File: config.mk
export PLATFORM = sky130hd
export DESIGN_NAME = dma_burst_ctrl
export DESIGN_NICKNAME = d
export VERILOG_FILES = /design/src/rtl/dma_burst_ctrl.sv
export SDC_FILE = /design/constraint.sdc
export NUM_CORES = 1
export LEC_CHECK = 0
export CORE_ASPECT_RATIO = 1.5
export CORE_UTILIZATION = 42
export CTS_BUF_LIST = sky130_fd_sc_hd__clkbuf_8
export CTS_CLUSTER_DIAMETER = 150
export DETAILED_ROUTE_END_ITERATION = 12
export HOLD_SLACK_MARGIN = 0.12
export PLACE_DENSITY_LB_ADDON = 0.05
export SLEW_MARGIN = 25
export SYNTH_ARGS = -nofsm -noshare
export SYNTH_HDL_FRONTEND = slang
export SYNTH_SLANG_ARGS = --single-unit
File: constraint.sdc
create_clock -name clk -period 3.7 [get_ports clk]
set_clock_uncertainty 0.2 [all_clocks]
set_input_delay 0.74 -clock clk [delete_from_list [all_inputs] [get_ports clk]]
set_output_delay 0.74 -clock clk [all_outputs]
set_load 0.01 [all_outputs]
File: src/rtl/dma_burst_ctrl.sv
// dma_burst_ctrl: single-port RAM burst engine for reads into a stream sink and writes from a handshaked source
// Ports:
//   clk, rst                          clock, asynchronous active-high reset
//   start, rw, base_addr, length      burst request (rw=1 read, rw=0 write), sampled only in IDLE
//   busy, done, error                 status; error pulses one cycle on an illegal length
//   mem_en, mem_rw, mem_addr,
//   mem_wdata, mem_rdata              RAM port, read data returns one cycle after the address
//   wr_data, wr_valid, wr_ready       write source handshake
//   rd_data, rd_valid, rd_index       read sink stream, no backpressure
module dma_burst_ctrl #(
    parameter int ADDR_WIDTH = 16,
    parameter int DATA_WIDTH = 16,
    parameter int MAX_BURST  = 25
) (
    input  logic                  clk,
    input  logic                  rst,
    input  logic                  start,
    input  logic                  rw,
    input  logic [ADDR_WIDTH-1:0] base_addr,
    input  logic [4:0]            length,
    output logic                  busy,
    output logic                  done,
    output logic                  error,
    output logic                  mem_en,
    output logic                  mem_rw,
    output logic [ADDR_WIDTH-1:0] mem_addr,
    output logic [DATA_WIDTH-1:0] mem_wdata,
    input  logic [DATA_WIDTH-1:0] mem_rdata,
    input  logic [DATA_WIDTH-1:0] wr_data,
    input  logic                  wr_valid,
    output logic                  wr_ready,
    output logic [DATA_WIDTH-1:0] rd_data,
    output logic                  rd_valid,
    output logic [4:0]            rd_index
);
    typedef enum logic [2:0] {S_IDLE, S_READ, S_DRAIN, S_WRITE, S_DONE} state_t;
    state_t                r_state;
    logic [ADDR_WIDTH-1:0] r_base;
    logic [4:0]            r_len;
    logic                  r_rw;
    logic [4:0]            r_i;
    logic                  r_rd_valid;
    logic [4:0]            r_rd_index;
    logic                  r_error;
    logic                  w_en;
    logic                  w_last;
    logic                  w_len_ok;
    // Write strobes follow wr_valid in the same cycle, so the RAM port is decoded from state rather than registered.
    assign w_en     = (r_state == S_READ) || (r_state == S_WRITE && wr_valid);
    assign w_last   = r_i == r_len - 5'd1;
    assign w_len_ok = length != 5'd0 && length <= 5'(MAX_BURST);
    always_ff @(posedge clk or posedge rst) begin
        if (rst) begin
            r_state    <= S_IDLE;
            r_base     <= '0;
            r_len      <= '0;
            r_rw       <= 1'b0;
            r_i        <= '0;
            r_rd_valid <= 1'b0;
            r_rd_index <= '0;
            r_error    <= 1'b0;
        end else begin
            r_error    <= 1'b0;
            // Each read issue yields a stream beat one cycle later, when the RAM returns its data.
            r_rd_valid <= r_state == S_READ;
            r_rd_index <= r_i;
            case (r_state)
                S_IDLE: begin
                    if (start && w_len_ok) begin
                        r_base  <= base_addr;
                        r_len   <= length;
                        r_rw    <= rw;
                        r_i     <= '0;
                        r_state <= rw ? S_READ : S_WRITE;
                    end else if (start) begin
                        r_error <= 1'b1;
                    end
                end
                S_READ: begin
                    r_i     <= r_i + 5'd1;
                    r_state <= w_last ? S_DRAIN : S_READ;
                end
                S_DRAIN: r_state <= S_DONE;
                S_WRITE: begin
                    if (wr_valid) begin
                        r_i     <= r_i + 5'd1;
                        r_state <= w_last ? S_DONE : S_WRITE;
                    end
                end
                S_DONE:  r_state <= S_IDLE;
                default: r_state <= S_IDLE;
            endcase
        end
    end
    assign busy      = r_state != S_IDLE;
    assign done      = r_state == S_DONE;
    assign error     = r_error;
    assign mem_en    = w_en;
    assign mem_rw    = w_en & r_rw;
    assign mem_addr  = w_en ? r_base + ADDR_WIDTH'(r_i) : '0;
    assign mem_wdata = (w_en && !r_rw) ? wr_data : '0;
    assign wr_ready  = r_state == S_WRITE;
    assign rd_valid  = r_rd_valid;
    assign rd_index  = r_rd_valid ? r_rd_index : '0;
    assign rd_data   = r_rd_valid ? mem_rdata : '0;
endmodule
== Word-level counts from Yosys, hierarchy flattened ==
Index checks and enable logic that the tools add are counted.

* Magnitude comparators: 1
* Reduce and logical (&&, ||, !) cells: 13
* Bitwise operators: 1
* Add/subtract/negate cells: 3
* Multiplexer cells: 16
* Equal/unequal tests: 7

{| class="wikitable"
|+ Operator list
! cell !! number
|-
| $mux W16 || 3
|-
| $add A16 B5 Y16 || 1
|-
| $mux W5 || 3
|-
| $pmux W5 S3 || 1
|-
| $pmux W3 S4 || 1
|-
| $mux W3 || 3
|-
| $eq A3 B2 Y1 const B || 2
|-
| $reduce_bool A3 Y1 || 2
|-
| $add A5 B1 Y5 const B || 1
|-
| $eq A5 B5 Y1 || 1
|-
| $le A5 B5 Y1 const B || 1
|-
| $reduce_bool A5 Y1 || 1
|-
| $sub A5 B1 Y5 const B || 1
|-
| $logic_and A1 B1 Y1 || 4
|-
| $mux W2 || 2
|-
| $ne A2 B2 Y1 const B || 2
|-
| $reduce_and A2 Y1 || 2
|-
| $eq A3 B1 Y1 const B || 1
|-
| $eq A3 B3 Y1 const B || 1
|-
| $logic_not A3 Y1 || 1
|-
| $mux W1 || 3
|-
| $reduce_and A3 Y1 || 1
|-
| $and A1 B1 Y1 || 1
|-
| $logic_not A1 Y1 || 1
|-
| $logic_or A1 B1 Y1 || 1
|}

* Output and inout bits: 60
* Input bits: 58
* Flip-flop bits (word level): 37
* Logic and storage cells: 49

== Logic depth before layout (Yosys ltp) ==
* Depth in word-level cells: 5
* Depth in mapped cells: 6

== Worst setup path after synthesis ==
OpenSTA, ideal clock, no wires.

* Path kind: reg-to-output
* From: register r_i[0]
* To: output mem_addr[10]
* Arrival time: 2046 ps
* Buffers on the path: 0
* Required time: 2760 ps
* Setup slack: 714 ps
* Stages on the path, launching flop included: 7
* Cells stage by stage: dfrtp_1 -> ha_1 -> fa_1 -> a21o_1 -> a211oi_1 -> o21ai_0 -> a21oi_1

* Longest elaborated chain between the ends: 2

{| class="wikitable"
|+ RTL lines
! item !! RTL line !! RTL
|-
| from (decl) || 41 || <nowiki>logic [4:0] r_i;</nowiki>
|-
| from (signal assigned) || 80 || <nowiki>r_i <= r_i + 5'd1;</nowiki>
|-
| from (signal assigned) || 86 || <nowiki>r_i <= r_i + 5'd1;</nowiki>
|-
| $add A16 B5 Y16 || 100 || <nowiki>assign mem_addr = w_en ? r_base + ADDR_WIDTH'(r_i) : '0;</nowiki>
|-
| $mux W16 || 100 ||
|-
| to (decl) || 26 || <nowiki>output logic [ADDR_WIDTH-1:0] mem_addr,</nowiki>
|}

No other way between the ends.

== Worst setup path after layout ==
* From: register r_base[0]
* To: output mem_addr[6]

* Longest elaborated chain between the ends: 2

{| class="wikitable"
|+ RTL lines
! item !! RTL line !! RTL
|-
| from (decl) || 38 || <nowiki>logic [ADDR_WIDTH-1:0] r_base;</nowiki>
|-
| from (signal assigned) || 70 || <nowiki>r_base <= base_addr;</nowiki>
|-
| $add A16 B5 Y16 || 100 ||
|-
| $mux W16 || 100 ||
|}

No other way between the ends.

==> impl_metrics.py <==
metrics = {
    "outcome": {
        "status": "completed",
    },
    "logic_synthesis": {
        "yosys.area.top_type": "dfrtp_1",
        "synth_top_area_share_pct": 38.0,
        "synth_cell_type_count": 47,
        "syn_avg_cell_area_um2": 9.83,
        "synthArstFlopShare_pct": 100,
        "synth_common_cells": "and2_1 (40), dfrtp_1 (37), mux2_2 (21)",
        "yosysSeqAreaShare_pct": 38.0,
        "synth-edff-count": 0,
        "synth_nets": 314,
        "synth_most_common_cell": "and2_1",
        "syn-cell-area_um2": 2440,
        "synthTopCellsByArea": "dfrtp_1 (38%), and2_1 (10%), mux2_2 (9.7%)",
        "synth_ff_type": "dfrtp_1",
        "syn_inst": 248,
        "ys_ff_latch": 37,
        "yosys_warnings": 0,
    },
    "setup_path": {
        "worst_r2r_path_depth": 4,
        "worstReg2RegEnd": "r_rw$_DFFE_PP0P_",
        "crit_slowest_cell": "clkdlybuf4s50_1",
        "required_ps": 2760,
        "crit_start": "r_base[0]$_DFFE_PP0P_",
        "crit_chain": "ha_1 > fa_1 > a21o_1 > a21oi_1 > o21ai_0 > mux2i_1 > clkdlybuf4s50_1",
        "worstSetupPathDepth": 7,
        "crit_path_max_fanout": 3,
        "reg2reg_from": "r_state[1]$_DFFE_PP0P_",
        "cp-start-kind": "flip-flop",
        "crit_path_end_kind": "primary output",
        "worstPathArrival_ps": 2650,
        "cp-endpoint": "mem_addr[6]",
        "reg2reg_slack_ps": 1720,
        "worst-setup-path-type": "flip-flop to primary output",
        "crit_buf_inv": 1,
        "cpLargestDelayFamily": "adder cells",
        "max_stage_delay_ps": 550,
    },
    "worst_hold_path": {
        "hold_class": "flip-flop to flip-flop",
    },
    "floorplan": {
        "num_io_pins": 118,
        "fp.dieH_um": 95.3,
        "coreArea_um2": 5530,
        "fp.dieW_um": 64.2,
        "core.rowCount": 33,
        "dieArea_um2": 6120,
        "start_util_pct": 44.1,
    },
    "sta": {
        "finalHoldViolations": 0,
        "period_needed_ps": 3590,
        "maxSlewHeadroom_pct": 56.8,
        "fmax_mhz": 279,
        "tightest_slew_ps": 645,
        "maxSlewViolCount": 0,
        "setup_viol": 0,
        "period_share_pct": 96.9,
        "rsz0062_at_grt": "true",
        "setup_ws_ps": 114,
    },
    "clocking": {
        "clk_pin_slew_ps": 80,
        "insertion_delay_ps": 280,
        "cts_buffers": 5,
        "cts.sinks": 37,
        "cts_max_level": 2,
        "cts_tree": "done",
        "postCtsHoldBufs": 0,
        "cts_buffer_depth": 2,
        "root_buffer": "clkbuf_8",
    },
    "finish": {
        "layout.nets": 441,
        "diodes": 0,
        "fin_area_um2": 3880,
        "drive_gt1_share_pct": 12.5,
        "syn2layout_area_growth_pct": 59.1,
    },
    "power": {
        "powerDensity_nw_per_um2": 779,
        "leakage_nw": 1.67,
        "vdd_drop_max_mv": 0.457,
    },
    "global_route": {
        "grt_antenna_before_repair": 0,
        "grt_max_degree": 29,
        "grt_pass1_wl_um": 10200,
        "track_usage_pct": 21.4,
        "grt_pass1_vias": 2222,
        "overflow": 0,
    },
    "placement": {
        "place_worst_setup_slack_ps": 137,
        "io_buffers": 117,
        "hpwlAfterDp_um": 4970,
        "detailed_place.area_um2": 3720,
        "finalWeightedCongestion": 0.870,
    },
    "run": {
        "timing.max_cap.violations": 0,
    },
    "route": {
        "antenna_left": 0,
        "detail_route.wl_per_cell_um": 14.2,
        "drc": 0,
        "vias": 2327,
        "routed_via_density": 5.22,
        "wirelength_um": 6340,
        "drt_iter0_drc": 43,
        "dr.pass1.iters": 4,
    },
}
==> power breakdown <==
group	switching (mW)	leakage, nW	internal (mW)
sequential	0.198	0.453	0.585
clock	0.149	0.0681	0.268
combinational	0.806	1.15	1.02
==> area by class of cell <==
type	instances	area [um2]
multi-input combinational	193	1430
tap	70	87.6
fill	471	1650
clock inverter	3	65.1
sequential	37	927
inverter	9	33.8
timing repair buffer	129	1270
clock buffer	5	68.8
==> cells by family after synthesis <==
| logic type | after synthesis | synth area share (%) |
|---|---|---|
| AO/OA/AOI/OAI | 45 | 12.4 |
| XOR/XNOR | 9 | 3.80 |
| adder cells (fa/ha/maj) | 8 | 4.41 |
| buffers and inverters | 18 | 3.44 |
| flip-flops | 37 | 38.0 |
| multiplexers | 29 | 13.0 |
| AND/OR/NAND/NOR | 102 | 24.9 |
==> layer usage <==
layer / global-route usage (%) / share of wire [%]
met1: 21.7 / 36
met2: 42.1 / 55
met3: 3.95 / 6.0
met4: 8.89 / 2.4
met5: 0 / 0
==> layout by cell type (no fill, tap or decap), types with 6 or more instances in the layout <==
| cell | n |
|---|---|
| buf_4 | 12 |
| o21ai_0 | 9 |
| ha_1 | 7 |
| mux2_2 | 21 |
| and2_1 | 40 |
| mux2i_1 | 7 |
| or3_1 | 6 |
| nand2_1 | 15 |
| dfrtp_1 | 36 |
| inv_1 | 9 |
| nand2b_1 | 6 |
| clkdlybuf4s50_1 | 110 |
| a21oi_1 | 14 |
==> stage by stage <==
step | hold slack (ps) | utilization [%] | setup TNS (ps) | power [mW] | cells
detailed placement | 303 | 67.3 | 0 | 2.62 | 436
global route | 330 | 70.1 | -11.5 | 3.23 | 446
global placement | 297 | 67.3 | 0 | 2.57 | 436
floorplan | 226 | - | 0 | 1.78 | 248
CTS | 318 | 69.7 | 0 | 3.04 | 444
finish | 318 | 70.1 | 0 | 3.02 | 446
==> flip-flops by register name, indices dropped and copies added, names as in the netlist <==
| signal | flops |
|---|---|
| r_rd_index | 5 |
| r_state | 3 |
| r_rw | 1 |
| rd_valid | 1 |
| r_base | 16 |
| error | 1 |
| r_i | 5 |
| r_len | 5 |
==> what timing repair did <==
| action | CTS | global route |
|---|---|---|
| endpoints found under the setup margin | 7 | 6 |
| buffers inserted | 0 | 2 |
| pin swaps | 0 | 1 |
| resized for setup | 5 | 4 |
==> worst min-delay path by stage <==
stage                                from                 endpoint  slack, ps  cells after the start
finish              r_base[4]$_DFFE_PP0P_    r_base[4]$_DFFE_PP0P_        320                      1
global route        r_base[4]$_DFFE_PP0P_    r_base[4]$_DFFE_PP0P_        330                      1
CTS                    r_i[1]$_DFFE_PP0P_  r_rd_index[1]$_DFF_PP0_        320                      0
detailed placement  r_base[4]$_DFFE_PP0P_    r_base[4]$_DFFE_PP0P_        300                      1
global placement         r_rw$_DFFE_PP0P_         r_rw$_DFFE_PP0P_        300                      1
floorplan              r_i[4]$_DFFE_PP0P_  r_rd_index[4]$_DFF_PP0_        230                      0
==> worst reg2reg max path: cells and delay by family, from the launching register on <==
| family | cells | cell delay (ps) |
|---|---|---|
| muxes | 1 | 360 |
| buffers and inverters | 1 | 260 |
| AOI/OAI and AO/OA | 1 | 110 |
| and+or+nand+nor | 1 | 450 |
| DFF | 1 | 490 |
(Power assumes the default switching activity.)
